## src/rtl/sw_debounce_pkg.sv

```systemverilog
// Shared definitions for the slide-switch conditioner: FSM encoding, switch
// width shared with AluTop, and counter sizing.
package sw_debounce_pkg;

  localparam int SW_WIDTH         = 10;
  localparam int DEBOUNCE_DEFAULT = 500000;

  typedef enum logic [0:0] {
    ST_IDLE  = 1'b0,
    ST_COUNT = 1'b1
  } state_e;

  // Counter only has to reach n-1; keep at least one bit for n == 1.
  function automatic int cnt_width(input int n);
    int w;
    w = $clog2(n);
    return (w < 1) ? 1 : w;
  endfunction

endpackage

```

## src/rtl/sw_debounce_sync2.sv

```systemverilog
// Two-flop synchroniser for an asynchronous bus; both stages clear to zero
// on synchronous active-low reset.
module sw_debounce_sync2
  import sw_debounce_pkg::*;
#(
  parameter int WIDTH = SW_WIDTH
) (
  input  logic             clk,
  input  logic             reset,
  input  logic [WIDTH-1:0] d,
  output logic [WIDTH-1:0] q
);

  logic [WIDTH-1:0] s1_d, s1_q;
  logic [WIDTH-1:0] s2_d, s2_q;

  always_comb begin
    s1_d = d;
    s2_d = s1_q;
  end

  always_ff @(posedge clk) begin
    if (!reset) begin
      s1_q <= '0;
      s2_q <= '0;
    end else begin
      s1_q <= s1_d;
      s2_q <= s2_d;
    end
  end

  assign q = s2_q;

endmodule

```

## src/rtl/sw_debounce.sv

```systemverilog
// Whole-vector switch debouncer: synchronises the raw pins, times a candidate
// value, and publishes it with a one-cycle change pulse once it has held.
module sw_debounce
  import sw_debounce_pkg::*;
#(
  parameter int WIDTH           = SW_WIDTH,
  parameter int DEBOUNCE_CYCLES = DEBOUNCE_DEFAULT
) (
  input  logic             clk,
  input  logic             reset,
  input  logic [WIDTH-1:0] io_sw_raw,
  output logic [WIDTH-1:0] io_sw,
  output logic             io_changed,
  output logic             io_busy
);

  localparam int             CNT_W    = cnt_width(DEBOUNCE_CYCLES);
  localparam logic [CNT_W-1:0] CNT_LAST = CNT_W'(DEBOUNCE_CYCLES - 1);

  logic [WIDTH-1:0] sw_sync;

  state_e           state_d,   state_q;
  logic [WIDTH-1:0] stable_d,  stable_q;
  logic [WIDTH-1:0] cand_d,    cand_q;
  logic [CNT_W-1:0] cnt_d,     cnt_q;
  logic             changed_d, changed_q;

  sw_debounce_sync2 #(
    .WIDTH (WIDTH)
  ) u_sync2 (
    .clk   (clk),
    .reset (reset),
    .d     (io_sw_raw),
    .q     (sw_sync)
  );

  // State register
  always_ff @(posedge clk) begin
    if (!reset) begin
      state_q   <= ST_IDLE;
      stable_q  <= '0;
      cand_q    <= '0;
      cnt_q     <= '0;
      changed_q <= 1'b0;
    end else begin
      state_q   <= state_d;
      stable_q  <= stable_d;
      cand_q    <= cand_d;
      cnt_q     <= cnt_d;
      changed_q <= changed_d;
    end
  end

  // Next-state and datapath updates
  always_comb begin
    state_d   = state_q;
    stable_d  = stable_q;
    cand_d    = cand_q;
    cnt_d     = cnt_q;
    changed_d = 1'b0;
    unique case (state_q)
      ST_IDLE: begin
        if (sw_sync != stable_q) begin
          cand_d  = sw_sync;
          cnt_d   = '0;
          state_d = ST_COUNT;
        end
      end
      ST_COUNT: begin
        if (sw_sync == stable_q) begin
          // Bounced back to the published value: drop the candidate quietly.
          state_d = ST_IDLE;
        end else if (sw_sync != cand_q) begin
          cand_d = sw_sync;
          cnt_d  = '0;
        end else if (cnt_q == CNT_LAST) begin
          stable_d  = cand_q;
          changed_d = 1'b1;
          state_d   = ST_IDLE;
        end else begin
          cnt_d = cnt_q + 1'b1;
        end
      end
      default: state_d = ST_IDLE;
    endcase
  end

  // Outputs
  always_comb begin
    io_busy    = (state_q == ST_COUNT);
    io_sw      = stable_q;
    io_changed = changed_q;
  end

endmodule

```

## config.mk

```make
export PLATFORM = sky130hd
export DESIGN_NAME = sw_debounce
export DESIGN_NICKNAME = d
export VERILOG_FILES = /design/src/rtl/sw_debounce_pkg.sv /design/src/rtl/sw_debounce_sync2.sv /design/src/rtl/sw_debounce.sv
export SDC_FILE = /design/constraint.sdc
export NUM_CORES = 1
export LEC_CHECK = 0
export CAP_MARGIN = 15
export CORE_ASPECT_RATIO = 1.4
export CORE_MARGIN = 5
export CORE_UTILIZATION = 24
export CTS_CLUSTER_DIAMETER = 30
export DETAILED_ROUTE_END_ITERATION = 8
export DONT_BUFFER_PORTS = 1
export PLACE_DENSITY = 0.5
export SLEW_MARGIN = 20
export SYNTH_ARGS = -nofsm -noshare
export SYNTH_HDL_FRONTEND = slang
export SYNTH_SLANG_ARGS = --single-unit
export TNS_END_PERCENT = 100
```

## constraint.sdc

```tcl
create_clock -name clk -period 1.8 [get_ports clk]
set_input_delay 0.27 -clock clk [delete_from_list [all_inputs] [get_ports clk]]
set_output_delay 0.27 -clock clk [all_outputs]
set_load 0.05 [all_outputs]
```

* After elaboration in Yosys (flattened, before gate mapping)
Cells that the tools add are included.
** Word-level totals
- Output and inout port bits :: 12
- Register bits after elaboration :: 61
** Operators by class
- Equal/unequal tests :: 8
- Add/sub/neg operators :: 1
- Muxes and demuxes :: 15
- Bitwise logic cells :: 4
- Reduce and logical (&&, ||, !) cells :: 4
** Operator list (number)
- 2-to-1 mux 19 bit :: 4
- one-hot mux 19 bit (2 select lines) :: 1
- 2-to-1 mux 10 bit :: 3
- != test 10 bit :: 2
- one-hot mux 10 bit (2 select lines) :: 1
- adder 19 x 1 -> 19 bit (second input constant) :: 1
- == test 19 bit (second input constant) :: 1
- == test 10 bit :: 1
- AND reduction 3 bit :: 2
- 2-to-1 mux 1 bit :: 5
- != test 2 bit (second input constant) :: 2
- inverter 1 bit :: 4
- AND reduction 4 bit :: 1
- OR reduction 4 bit :: 1
- != test 3 bit (second input constant) :: 1
- != test 2 x 1 -> 1 bit (second input constant) :: 1
- one-hot mux 1 bit (2 select lines) :: 1

* Longest topological paths before layout
- Word-level depth :: 5
- Gate-level depth with buffers :: 7
- Mapped depth without buffers :: 6

* Hierarchy
Synthesis repeated with hierarchy kept, for this count alone.
** Second synthesis, totals
- Cell total of the unflattened synthesis :: 311
- Area total of the unflattened synthesis :: 2807.7 sq um
** By module, submodules not included
- sw_debounce :: cells each 269, area each 2245.9 sq um, times used 1
- sw_debounce_sync2 :: cells each 42, area each 561.8 sq um, times used 1

* Worst setup path before layout
No wires, ideal clock.
- Path kind :: reg2reg
- From :: reg stable_q[3], in the netlist io_sw[3]
- To :: reg cnt_q[8]
- Required time :: 1681 ps
- Setup time :: 119 ps
- Arrival time :: 1910 ps
- Cell stages (with the launch flop) :: 8
- Path buffers :: 2
- Setup slack :: -229 ps
- Cell sequence :: dfxtp_1 > xor2_1 > nor4_1 > and4_4 > buf_6 > buf_6 > nor3_1 > o221a_2
** On the way
- Cells in the longest elaborated chain, start to end :: 3
- Elaborated cells between the ends (all ways) :: 5
** RTL lines
- start: declaration :: line sw_debounce.sv:23 : logic [WIDTH-1:0] stable_d, stable_q;
- start signal: assignment :: line sw_debounce.sv:47 : stable_q <= stable_d;
- != test 10 bit or == test 10 bit (tied branches) :: line sw_debounce.sv:63, sw_debounce.sv:70
- != test 2 bit (no source line)
- AND reduction 3 bit (no source line) (*)
- end signal: assignment :: line sw_debounce.sv:49 : cnt_q <= cnt_d;
- end: declaration :: line sw_debounce.sv:25 : logic [CNT_W-1:0] cnt_d, cnt_q;
Every way passes the cells marked *; elsewhere a longest branch is shown, timed or not.
A chain may end at the register's enable or synchronous reset.

* Final worst setup path
- From :: reg cnt_q[9]
- To :: reg cnt_q[10]
** On the way
- Cells in the longest elaborated chain, start to end :: 5
- Elaborated cells between the ends (all ways) :: 8
** RTL lines
- adder 19 x 1 -> 19 bit :: line sw_debounce.sv:81 : cnt_d = cnt_q + 1'b1;
- 2-to-1 mux 19 bit :: line sw_debounce.sv:76 : end else if (cnt_q == CNT_LAST) begin
- 2-to-1 mux 19 bit :: line sw_debounce.sv:73 : end else if (sw_sync != cand_q) begin
- 2-to-1 mux 19 bit :: line sw_debounce.sv:70 : if (sw_sync == stable_q) begin
- one-hot mux 19 bit (2 select lines) :: line sw_debounce.sv:61 : unique case (state_q)
Parallel ways exist; a longest one is shown, timed or not. The select of a mux whose other input is x is not followed.

==> results.tsv <==
metric	value	unit
status	complete, but fails checks	
violated checks	setup timing	
Clock Latency Late Sink	0.33	ns
top cells by area, synth	dfxtp_1 44%, nand2_1 5.8%, and2_1 5.0%	
R2R Path Start	cnt_q[9]	
Worst EP arrival	2.25	ns
mux contribution to synthesized area	0.0397	
hold buffers post-CTS	0	
H-tree depth	3	
WL final	9080	µm
core area	0.0113	mm²
pin count of the biggest net entering global routing	52	
Post-Syn Nets	321	
placed cells	516	
Leak Pwr	1.68	nW
crit share post-route	1.13	
Yosys warnings	0	
commonest non-fill, non-tap cell in the layout	buf_4	
Max IR drop VDD	771	µV
share of the synthesized area in the top cell type	0.441	
Global Route Usage Sum	0.129	
initial antenna violation count	0	
die width	101	µm
HP Class	in2reg	
Initial Util	0.244	
final cell count without fillers	551	
setup TNS	-3.24	ns
n_diodes	0	
initial DRC count	131	
Sw Share	0.231	
Die Y	137	µm
combinational family with the most area after synthesis	simple AND/OR/NAND/NOR gates	
fin. max-slew vios	0	
EDFF count, synth	0	
flip-flop and latch count after synthesis	61	
DRC viols	0	
Port Buffers	0	
power per cell area	814	mW/mm²
DR WL/cell	16.5	µm
critical-path maximum fanout	7	
FMAX	490	MHz
final count of hold timing violations	0	
Least-Margin Pin Slew	0.978	ns
Area Growth Syn to Fin	68.4	%
FILL cells	1058	
total congestion overflow	0	
Sequential Power Share	0.369	
Logic pwr share	0.121	
Mapped Avg Cell Area	9.00	µm²
Final ANT Viol Nets	0	
Synth Area in Adders	0.00451	
DR vias/cell	4.98	
CTS Root Cell	clkbuf_16	
Simple-Gate Fraction of Synth Area	0.268	
ys async rst share	0	
RSZ-0062 raised after global routing	true	
post-synthesis compound-gate area fraction	0.141	
Finish-stage setup viols	25	
routability cong.	0.852	
first drt pass iteration count	4	
fin worst setup slack	-0.241	ns
CTS tree	yes	
first-pass GRT wire length	13800	µm
nets	415	
area of the multi-input gates	0.00198	mm²
Clock power frac	0.511	
WHS	0.0669	ns
area leader, netlist	dfxtp_1	
Final Power	3.80	mW
min cycle time layout	2.04	ns
layout cell share with drive strength beyond 1	0.555	
data required time at the worst endpoint	2.01	ns
Mapped Cells	308	
DIE AREA	0.0138	mm²
io pins	24	
Crit. Startpoint	cnt_q[9]	
maximum root-to-sink buffer count	2	
Crit. End Element	flip-flop	
Main synth FF type	dfxtp_1	
Seq/Total Area, Yosys	0.441	
vias in the first global route	2776	
Worst Skew	0.00646	ns
maxcap violations	0	
HPWL after DPL	5470	µm
most frequent cells in the layout	80 x buf_4, 40 x nand2_1, 31 x dfxtp_1	
Via Count	2742	
CTS Buf Count	9	
area share of xor/xnor cells in the synthesized design	0.0632	
CP startpoint kind	flip-flop	
TritonCTS Sinks	61	
Reg area	0.00129	mm²
Worst-path clk slew	0.06	ns
Slew headroom	0.347	
num rows	46	
Synth Cell Area	0.00277	mm²
WS Path Type	reg2reg	
Switch Pwr	0.876	mW
HP Start	io_sw_raw[3]	
internal power	2.92	mW
Synth cell types	45	
## kinds of logic after synthesis
family,Yosys count
xor gates and xnor gates,20
buffers and inverters,20
muxes,11
and+or+nand+nor,132
DFF,61
AOI/OAI and AO/OA,63
adders and majority gates,1
## state kept, by name (all words and copies together) (netlist names)
signal	flops
cnt_q	19
cand_q	10
io_sw	10
u_sync2.q	10
u_sync2.s1_q	10
io_busy	1
io_changed	1
## final cells by class
class                   count  share of cell area
multi-input cells         229               0.424
flip-flops and latches     61               0.277
repair buffers             99               0.186
clock buffers              13              0.0582
well taps                 144              0.0386
clock inverters             3              0.0139
inverters                   2             0.00161
## per-stage QoR
stage           util  cell area, µm²  setup WS (ns)
3_5_place_dp   0.310            3510         -0.409
3_3_place_gp   0.310            3510         -0.470
2_1_floorplan      -            2810        -0.0109
4_1_cts        0.379            4290         -0.133
5_1_grt        0.412            4670         -0.273
6_report       0.412            4670         -0.241
## cell usage after synthesis (2+ instances only)
master / n
nor4_2: 2
nand4b_1: 2
xnor2_1: 12
o2111ai_1: 2
nand2_1: 43
or3_1: 4
o32ai_1: 3
nand3_1: 13
buf_2: 4
a21oi_1: 26
a211oi_1: 3
o31ai_1: 5
clkbuf_1: 8
inv_1: 2
dfxtp_1: 61
a31oi_1: 2
nor4_1: 5
mux2i_1: 11
buf_6: 5
xor2_1: 8
nor3_1: 6
nor4bb_1: 2
nand4_1: 11
nor2_1: 4
and3_1: 2
nand2b_1: 2
or4_1: 8
o21ai_0: 14
and2_1: 22
## power by group through the flow
stage	clock [mW]	combinational [mW]	sequential [mW]
6_report	1.94	0.459	1.40
3_3_place_gp	0	0.283	1.43
3_5_place_dp	0	0.286	1.43
2_1_floorplan	0	0.181	1.43
4_1_cts	1.97	0.379	1.40
5_1_grt	2.03	0.486	1.40
## worst paths after layout
check / cells past startpoint / slack [ns] / endpoint
setup / recovery: 7 / -0.24 / cnt_q[10]
hold / removal: 1 / 0.07 / u_sync2.s1_q[3]
setup reg to reg: 7 / -0.24 / cnt_q[10]
hold reg to reg: 1 / 0.43 / u_sync2.q[8]
## routing by layer
layer  wire, µm  global-route usage  up-vias
met2       4980               0.230       85
met5          0                   0        -
met1       3410               0.137     1323
met3        366              0.0316       26
met4        334              0.0727        0
li1           -                   -     1308
## repair_timing
action / 4_1_cts / 5_1_grt
pin swaps: 37 / 47
buffers inserted: 16 / 10
endpoints found under the setup margin: 41 / 41
endpoints found under the hold margin: 0 / 0
resized for setup: 72 / 84
cloned: 2 / 3
## critical path: stages (launching register included)
cell	delay, ns
dfxtp_2	0.36
nor4bb_2	0.38
nand4_1	0.30
nor4_4	0.42
buf_4	0.19
buf_12	0.11
or4_1	0.10
a21oi_1	0.06
No activity file was read; power rests on OpenSTA's default activity.
